**src/rtl/uart_tx_arb_pkg.sv**
```systemverilog
// uart_tx_arb_pkg
//   Shared types for the UART transmit-path arbiter.
//   - arb_state_t : arbiter FSM states (idle / grant held)
//   - req_id_t    : requester identifier (one bit, two requesters)
//   - REQ_MMIO    : memory controller MMIO UART write path
//   - REQ_DBG     : hardware debug / key-dump engine
package uart_tx_arb_pkg;

    typedef enum logic {
        ARB_IDLE  = 1'b0,
        ARB_GRANT = 1'b1
    } arb_state_t;

    typedef logic req_id_t;

    localparam req_id_t REQ_MMIO = 1'b0;
    localparam req_id_t REQ_DBG  = 1'b1;

endpackage

```
**src/rtl/uart_tx_arbiter_timer.sv**
```systemverilog
// arb_lock_timer
//   Counts consecutive idle cycles of the current grant owner. at_limit_o is
//   high while the count sits at LOCK_TIMEOUT-1; the parent qualifies it with
//   its own increment request, so one more idle cycle at that point is the
//   expiry cycle. The count clears itself on that expiry cycle.
// Parameters:
//   LOCK_TIMEOUT : idle cycles that force a release (2..65535)
//   TO_W         : counter width, 2**TO_W > LOCK_TIMEOUT
// Ports:
//   clk_50M    in   system clock
//   Rst        in   synchronous active-high reset
//   clr_i      in   restart the count (owner busy or grant ending)
//   inc_i      in   owner idle this cycle
//   at_limit_o out  count equals LOCK_TIMEOUT-1
module arb_lock_timer #(
    parameter int unsigned LOCK_TIMEOUT = 1024,
    parameter int unsigned TO_W         = 16
) (
    input  logic clk_50M,
    input  logic Rst,
    input  logic clr_i,
    input  logic inc_i,
    output logic at_limit_o
);

    localparam logic [TO_W-1:0] LIMIT = TO_W'(LOCK_TIMEOUT - 1);

    logic [TO_W-1:0] cnt_q;
    logic [TO_W-1:0] cnt_d;

    assign at_limit_o = (cnt_q == LIMIT);

    always_comb begin
        cnt_d = cnt_q;
        if (clr_i || (inc_i && at_limit_o)) begin
            cnt_d = '0;
        end else if (inc_i) begin
            cnt_d = cnt_q + 1'b1;
        end
    end

    always_ff @(posedge clk_50M) begin
        if (Rst) begin
            cnt_q <= '0;
        end else begin
            cnt_q <= cnt_d;
        end
    end

endmodule

```
**src/rtl/uart_tx_arbiter.sv**
```systemverilog
// uart_tx_arbiter
//   Shares the single UART transmit byte path between the MMIO write path
//   (requester 0) and the debug/key-dump engine (requester 1). A grant is
//   held for a whole packet (until a byte flagged last is accepted), packets
//   are granted round-robin, and a grant whose owner stays idle for
//   LOCK_TIMEOUT consecutive cycles is force-released.
// Optional build macro:
//   UART_TX_ARB_STATS_EN : adds saturating byte/timeout statistics outputs.
// Ports:
//   clk_50M, Rst              clock, synchronous active-high reset
//   req{0,1}_valid/data/last  requester byte streams (valid/ready)
//   req{0,1}_ready            byte accepted when valid & ready
//   tx_full                   UART TX FIFO full
//   tx_wen, uart_din          UART write strobe and data
//   grant_id, busy            current owner, grant held
//   timeout_evt               one-cycle pulse on forced release
//   stat_bytes0/1, stat_timeouts (stats build only)
module uart_tx_arbiter
    import uart_tx_arb_pkg::*;
#(
    parameter int unsigned LOCK_TIMEOUT = 1024,
    parameter int unsigned TO_W         = 16
) (
    input  logic       clk_50M,
    input  logic       Rst,
    input  logic       req0_valid,
    input  logic [7:0] req0_data,
    input  logic       req0_last,
    output logic       req0_ready,
    input  logic       req1_valid,
    input  logic [7:0] req1_data,
    input  logic       req1_last,
    output logic       req1_ready,
    input  logic       tx_full,
    output logic       tx_wen,
    output logic [7:0] uart_din,
    output logic       grant_id,
    output logic       busy,
    output logic       timeout_evt
`ifdef UART_TX_ARB_STATS_EN
    ,
    output logic [15:0] stat_bytes0,
    output logic [15:0] stat_bytes1,
    output logic [7:0]  stat_timeouts
`endif
);

    arb_state_t state_q, state_d;
    req_id_t    owner_q, owner_d;
    req_id_t    prio_q,  prio_d;

    logic       owner_valid;
    logic       owner_last;
    logic [7:0] owner_data;
    logic       xfer;
    logic       ready0;
    logic       ready1;
    logic       to_clr;
    logic       to_inc;
    logic       to_at_limit;
    logic       to_expire;

    assign owner_valid = (owner_q == REQ_DBG) ? req1_valid : req0_valid;
    assign owner_last  = (owner_q == REQ_DBG) ? req1_last  : req0_last;
    assign owner_data  = (owner_q == REQ_DBG) ? req1_data  : req0_data;

    // Expiry needs an idle cycle on top of the count already at its limit.
    assign to_expire = to_inc & to_at_limit;

    arb_lock_timer #(
        .LOCK_TIMEOUT(LOCK_TIMEOUT),
        .TO_W        (TO_W)
    ) u_lock_timer (
        .clk_50M   (clk_50M),
        .Rst       (Rst),
        .clr_i     (to_clr),
        .inc_i     (to_inc),
        .at_limit_o(to_at_limit)
    );

    always_comb begin
        state_d     = state_q;
        owner_d     = owner_q;
        prio_d      = prio_q;
        ready0      = 1'b0;
        ready1      = 1'b0;
        xfer        = 1'b0;
        tx_wen      = 1'b0;
        uart_din    = 8'h00;
        timeout_evt = 1'b0;
        // The idle counter only runs while a grant is held and its owner is
        // idle; every other cycle restarts it.
        to_clr      = 1'b1;
        to_inc      = 1'b0;

        case (state_q)
            ARB_IDLE: begin
                // Decide the owner now; the first byte moves next cycle.
                if (req0_valid && req1_valid) begin
                    owner_d = prio_q;
                    state_d = ARB_GRANT;
                end else if (req0_valid) begin
                    owner_d = REQ_MMIO;
                    state_d = ARB_GRANT;
                end else if (req1_valid) begin
                    owner_d = REQ_DBG;
                    state_d = ARB_GRANT;
                end
            end

            ARB_GRANT: begin
                ready0 = (owner_q == REQ_MMIO) && !tx_full;
                ready1 = (owner_q == REQ_DBG)  && !tx_full;
                xfer   = owner_valid && !tx_full;
                tx_wen = xfer;
                if (xfer) begin
                    uart_din = owner_data;
                    if (owner_last) begin
                        state_d = ARB_IDLE;
                        prio_d  = ~owner_q;
                    end
                end else if (!owner_valid) begin
                    // Owner valid but FIFO full is backpressure, not idleness.
                    to_clr = 1'b0;
                    to_inc = 1'b1;
                    if (to_expire) begin
                        timeout_evt = 1'b1;
                        state_d     = ARB_IDLE;
                        prio_d      = ~owner_q;
                    end
                end
            end

            default: begin
                state_d = ARB_IDLE;
            end
        endcase
    end

    assign req0_ready = ready0;
    assign req1_ready = ready1;
    assign busy       = (state_q == ARB_GRANT);
    assign grant_id   = owner_q;

    always_ff @(posedge clk_50M) begin
        if (Rst) begin
            state_q <= ARB_IDLE;
            owner_q <= REQ_MMIO;
            prio_q  <= REQ_MMIO;
        end else begin
            state_q <= state_d;
            owner_q <= owner_d;
            prio_q  <= prio_d;
        end
    end

`ifdef UART_TX_ARB_STATS_EN
    logic [15:0] stat_bytes0_q, stat_bytes0_d;
    logic [15:0] stat_bytes1_q, stat_bytes1_d;
    logic [7:0]  stat_timeouts_q, stat_timeouts_d;

    function automatic logic [15:0] sat_inc16(input logic [15:0] v);
        return (v == 16'hFFFF) ? v : v + 16'd1;
    endfunction

    function automatic logic [7:0] sat_inc8(input logic [7:0] v);
        return (v == 8'hFF) ? v : v + 8'd1;
    endfunction

    always_comb begin
        stat_bytes0_d   = stat_bytes0_q;
        stat_bytes1_d   = stat_bytes1_q;
        stat_timeouts_d = stat_timeouts_q;
        if (xfer && (owner_q == REQ_MMIO)) begin
            stat_bytes0_d = sat_inc16(stat_bytes0_q);
        end
        if (xfer && (owner_q == REQ_DBG)) begin
            stat_bytes1_d = sat_inc16(stat_bytes1_q);
        end
        if (timeout_evt) begin
            stat_timeouts_d = sat_inc8(stat_timeouts_q);
        end
    end

    always_ff @(posedge clk_50M) begin
        if (Rst) begin
            stat_bytes0_q   <= '0;
            stat_bytes1_q   <= '0;
            stat_timeouts_q <= '0;
        end else begin
            stat_bytes0_q   <= stat_bytes0_d;
            stat_bytes1_q   <= stat_bytes1_d;
            stat_timeouts_q <= stat_timeouts_d;
        end
    end

    assign stat_bytes0   = stat_bytes0_q;
    assign stat_bytes1   = stat_bytes1_q;
    assign stat_timeouts = stat_timeouts_q;
`endif

endmodule

```
**config.mk**
```make
export PLATFORM = sky130hd
export DESIGN_NAME = uart_tx_arbiter
export DESIGN_NICKNAME = d
export VERILOG_FILES = /design/src/rtl/uart_tx_arb_pkg.sv /design/src/rtl/uart_tx_arbiter_timer.sv /design/src/rtl/uart_tx_arbiter.sv
export SDC_FILE = /design/constraint.sdc
export NUM_CORES = 1
export LEC_CHECK = 0
export ABC_AREA = 1
export CAP_MARGIN = 20
export CORE_UTILIZATION = 48
export CTS_BUF_LIST = sky130_fd_sc_hd__clkbuf_4 sky130_fd_sc_hd__clkbuf_8 sky130_fd_sc_hd__clkbuf_16
export DETAILED_ROUTE_END_ITERATION = 6
export GPL_TIMING_DRIVEN = 0
export PLACE_DENSITY = 0.82
export REMOVE_ABC_BUFFERS = 1
export SLEW_MARGIN = 30
export SYNTH_ARGS = -nofsm -noshare
export SYNTH_HDL_FRONTEND = slang
export SYNTH_SLANG_ARGS = --single-unit
```
**constraint.sdc**
```tcl
create_clock -name clk_50M -period 2.45 [get_ports clk_50M]
set_input_delay 0.49 -clock clk_50M [delete_from_list [all_inputs] [get_ports clk_50M]]
set_output_delay 0.49 -clock clk_50M [all_outputs]
set_load 0.05 [all_outputs]
```
Yosys cells after proc, flatten, opt, wreduce, memory -nomap -nowiden
Index checks and enable logic that the tools add are counted.
- equal/unequal tests: 3
- reductions and logical operators: 12
- add/sub/neg operators: 1
- bitwise logic cells: 3
- muxes and demuxes: 33
- operators by type and width (kind ; count):
    two-way mux 1 bit ; 29
    two-way mux 8 bit ; 3
    adder 16 x 1 -> 16 bit (second input constant) ; 1
    equality test 16 x 10 -> 1 bit (second input constant) ; 1
    logical AND 1 bit ; 5
    AND reduction 4 bit ; 1
    nonzero test 3 bit ; 1
    inequality test 2 x 1 -> 1 bit (second input constant) ; 1
    inequality test 2 bit (second input constant) ; 1
    inverter 1 bit ; 2
    case mux 1 bit (2 select lines) ; 1
    AND reduction 2 bit ; 1
    nonzero test 2 bit ; 1
    OR reduction 2 bit ; 1
    bitwise AND 1 bit ; 1
    logical NOT 1 bit ; 1
    logical OR 1 bit ; 1
- logic and storage cells: 56
- output and inout bits: 14
- register bits: 19
- bits of input ports: 23

Longest topological paths before layout
- word-level depth: 9
- gate-level depth with buffers: 9
- gate-level depth less buffers: 9

Hierarchy
Synthesis repeated with hierarchy kept, for this count alone.
- cells, all modules: 185
- area total of the unflattened synthesis: 1201.2 um^2
- modules (own cells, without submodules) (module ; area an instance (um^2) ; sequential area each (um^2) ; cells an instance ; instances):
    arb_lock_timer ; 844.6 ; 320.3 ; 123 ; 1
    uart_tx_arbiter ; 356.6 ; 60.1 ; 62 ; 1

Least setup slack after synthesis
OpenSTA, ideal clock, no wires.
- kind: register to output
- from: register owner_q (netlist: grant_id)
- to: output timeout_evt
- data required time: 1960 ps
- setup slack: -339 ps
- cell stages (with the launch flop): 7
- buffers on the path: 0
- data arrival time: 2299 ps
- cells stage by stage: dfxtp_1 > inv_2 > nand2_2 > nand3_4 > nor2_4 > inv_1 > nor3_1
- longest elaborated chain between the ends: 9
- elaborated cells between the ends (all ways): 10
- those cells by class: mux: 8; bitwise: 1; reduce/logical: 1
- ends and longest elaborated chain (item ; line ; source):
    from (decl) ; uart_tx_arbiter.sv:49 ; req_id_t owner_q, owner_d;
    from (signal assigned) ; uart_tx_arbiter.sv:152 ; owner_q <= owner_d;
    two-way mux 1 bit * ; uart_tx_arbiter.sv:63 ; assign owner_valid = (owner_q == REQ_DBG) ? req1_valid : req0_valid;
    two-way mux 1 bit or logical AND 1 bit (tied branches) ; uart_tx_arbiter.sv:122, uart_tx_arbiter.sv:114 ;
    two-way mux 1 bit ; uart_tx_arbiter.sv:116 ; if (xfer) begin
    two-way mux 1 bit ; uart_tx_arbiter.sv:96 ; case (state_q)
    bitwise AND 1 bit ; uart_tx_arbiter.sv:68 ; assign to_expire = to_inc & to_at_limit;
    two-way mux 1 bit ; uart_tx_arbiter.sv:126 ; if (to_expire) begin
    two-way mux 1 bit ; uart_tx_arbiter.sv:122 ; end else if (!owner_valid) begin
    two-way mux 1 bit * ; uart_tx_arbiter.sv:116 ;
    two-way mux 1 bit * ; uart_tx_arbiter.sv:96 ;
    to (decl) ; uart_tx_arbiter.sv:39 ; output logic timeout_evt
Every way passes the cells marked *; elsewhere a longest branch is shown, timed or not.

Worst setup path in the final report
- from: input req1_valid
- to: output tx_wen
- longest elaborated chain between the ends: 3
- ends and longest elaborated chain (item ; line ; source):
    from (decl) ; uart_tx_arbiter.sv:30 ; input logic req1_valid,
    two-way mux 1 bit ; uart_tx_arbiter.sv:63 ;
    logical AND 1 bit ; uart_tx_arbiter.sv:114 ; xfer = owner_valid && !tx_full;
    two-way mux 1 bit ; uart_tx_arbiter.sv:96 ;
    to (decl) ; uart_tx_arbiter.sv:35 ; output logic tx_wen,
No other way between the ends.

==> impl_metrics.json <==
{
  "min_from": "u_lock_timer.cnt_q[0]$_SDFFE_PP0P_",
  "fin_crit_sh": 0.963,
  "grt_max_degree": 16,
  "gr-usage-met2": 0.387,
  "rsz0062_at_grt": "no",
  "ant_nets": 0,
  "final_common_cell": "nand2_1",
  "ir_drop_mv": 0.374,
  "worstHoldPathCells": 1,
  "num_io_pins": 37,
  "clk_path_buf_depth": 2,
  "maxCapViolations": 0,
  "postLayoutCellArea_sq_um": 1620,
  "use_met1": 0.280,
  "nFillCells": 214,
  "fin_nets": 259,
  "synthCells": 193,
  "multi_input_area_sq_um": 716,
  "max_freq_mhz": 424,
  "regArea_sq_um": 384,
  "antenna_found_initial": 0,
  "grt_pass1_wl_mm": 4.60,
  "grt-busiest-layer": "met2",
  "ys_seq_area_frac": 0.315,
  "path_max_fanout": 9,
  "p_total_mw": 0.627,
  "reg2regPathDepth": 10,
  "slew_headroom": 0.655,
  "rows": 17,
  "drt_iter0_drc": 22,
  "dieWidth_um": 52.2,
  "wire_per_inst_um": 11.7,
  "timing.rr.end": "u_lock_timer.cnt_q[15]$_SDFFE_PP0P_",
  "gr-total-overflow": 0,
  "min_to": "u_lock_timer.cnt_q[0]$_SDFFE_PP0P_",
  "worstSetupPathType": "in -> out",
  "gp_congestion": 0.885,
  "syn2layout_area_growth_pct": 34.0,
  "clock-root-buffer": "clkbuf_4",
  "finalHoldViolCount": 0,
  "path_clk_slew_ns": 0.11,
  "die_area_sq_um": 2720,
  "drt_first_pass_iters": 4,
  "synth_warnings": 0,
  "critPathLaunchType": "input pin",
  "worstPathRequired_ns": 1.96,
  "via_per_inst": 5.04,
  "tightest_slew_ns": 0.516,
  "critPathLaunch": "req1_valid",
  "placed_cells": 254,
  "dp_hpwl_mm": 2.39,
  "layout_common_cells": "nand2_1 (63), nor2_1 (28), clkdlybuf4s50_1 (24), inv_1 (22), dfxtp_1 (18)",
  "totalWireLength_mm": 3.05,
  "end_kind": "primary output",
  "core-area_sq_um": 2300,
  "crit_arrival_ns": 1.87,
  "period_minus_slack_ns": 2.36,
  "grt_util_met3": 0.0643,
  "diodes": 0,
  "hold_ws_ns": 0.466,
  "fin_cells": 262,
  "synth_cell_types": 26,
  "cts_hold_buf": 0,
  "fin_tns_setup_ns": 0,
  "die_h_um": 52.2,
  "async_reset_ff_frac": 0,
  "initial_core_util": 0.526,
  "ys.flop_type": "dfxtp_1",
  "drc_errors": 0,
  "cts_buffers": 3,
  "insertion_delay_ns": 0.30,
  "synth.avg_cell_area_sq_um": 6.26,
  "final_max_slew_viol_count": 0,
  "vias": 1321,
  "drive_gt1_frac": 0.141,
  "synth_seq_cells": 19,
  "portBuffers": 36,
  "rr_startpoint": "grant_id$_SDFFE_PP0P_",
  "p_leak_nw": 0.697,
  "syn_area_sq_um": 1210,
  "cts_sinks": 19,
  "cts_tree": "built",
  "worst_hold_path_type": "reg -> reg",
  "synth_edf_count": 0,
  "r2r_slack_ns": 0.64,
  "powerDensity_nw_per_um2": 388,
  "cts_max_level": 1,
  "status": "finished, final reports clean",
  "grt_pass1_vias": 1110,
  "placed_area_sq_um": 1580,
  "finalClockSkew_ns": 0.00541,
  "setup_viol": 0,
  "grt_usage": 0.228
}
[flip-flops by register name, summed over array words and instances, names as in the netlist]
register            flops
u_lock_timer.cnt_q     16
busy                    1
grant_id                1
prio_q                  1
[synthesized netlist by cell type (all sizes together), types with 2 or more instances]
| cell | n | share of area |
|---|---|---|
| xor2 | 4 | 0.029 |
| nand3 | 12 | 0.068 |
| o21ai | 2 | 0.0083 |
| buf | 2 | 0.013 |
| nor3 | 4 | 0.017 |
| nor2 | 30 | 0.11 |
| a21oi | 17 | 0.083 |
| dfxtp | 19 | 0.32 |
| nand2 | 64 | 0.20 |
| inv | 25 | 0.080 |
| nand4 | 6 | 0.031 |
| or2 | 2 | 0.010 |
[power breakdown]
part / internal (mW) / switching [mW] / total (mW)
Sequential: 0.313 / 0.00874 / 0.321
Clock: 0.0745 / 0.0935 / 0.168
Combinational: 0.0606 / 0.0775 / 0.138
Total: 0.448 / 0.180 / 0.627
[how the worst max path moves through the flow]
stage                             end  slack [ns]  cells past startpoint
after floorplan           timeout_evt       -0.65                      6
after global placement    uart_din[5]       -0.55                      6
after detailed placement  uart_din[5]       -0.60                      6
after CTS                 timeout_evt       0.002                      7
after global routing           tx_wen       0.002                      6
final                          tx_wen        0.09                      6
[worst max-delay path, stage by stage]
cell	delay, ns
clkdlybuf4s50_1	0.51
nand2_1	0.12
nand2_1	0.12
nand3_2	0.17
inv_1	0.09
clkdlybuf4s15_2	0.37
[per-layer routing]
layer  vias up  wire, um
met1       598      1370
li1        693         -
met5         -         0
met2        24      1530
met4         0        39
met3         6       112
[timing repair]
item                                    CTS  global route
pin swaps                                 0             1
endpoints found under the setup margin   12             2
setup buffers                             0             4
gates resized for setup                  53             7
cloned                                    0             0
[metrics by stage]
stage          setup WS (ns)   util
2_1_floorplan         -0.645      -
3_3_place_gp          -0.554  0.689
3_5_place_dp          -0.603  0.689
4_1_cts              0.00183  0.685
5_1_grt              0.00215  0.704
6_report              0.0895  0.704
[final cells by class]
cell class              instances  area share
clock buffers                   4      0.0186
inverters                      25      0.0596
multi-input cells             146       0.442
flip-flops and latches         19       0.237
well taps                      28      0.0217
repair buffers                 40       0.220
[cell families (layout without fill, tap and decap cells)]
| kind of cell | count (synthesis) | after routing | synth area share |
|---|---|---|---|
| compound gates | 21 | 21 | 0.104 |
| xor+xnor | 5 | 5 | 0.0363 |
| flops | 19 | 19 | 0.315 |
| fa+ha+maj | 1 | 1 | 0.0104 |
| simple gates | 119 | 119 | 0.438 |
| buf+inv | 28 | 69 | 0.0964 |
Power figures use the tool's default switching activity.
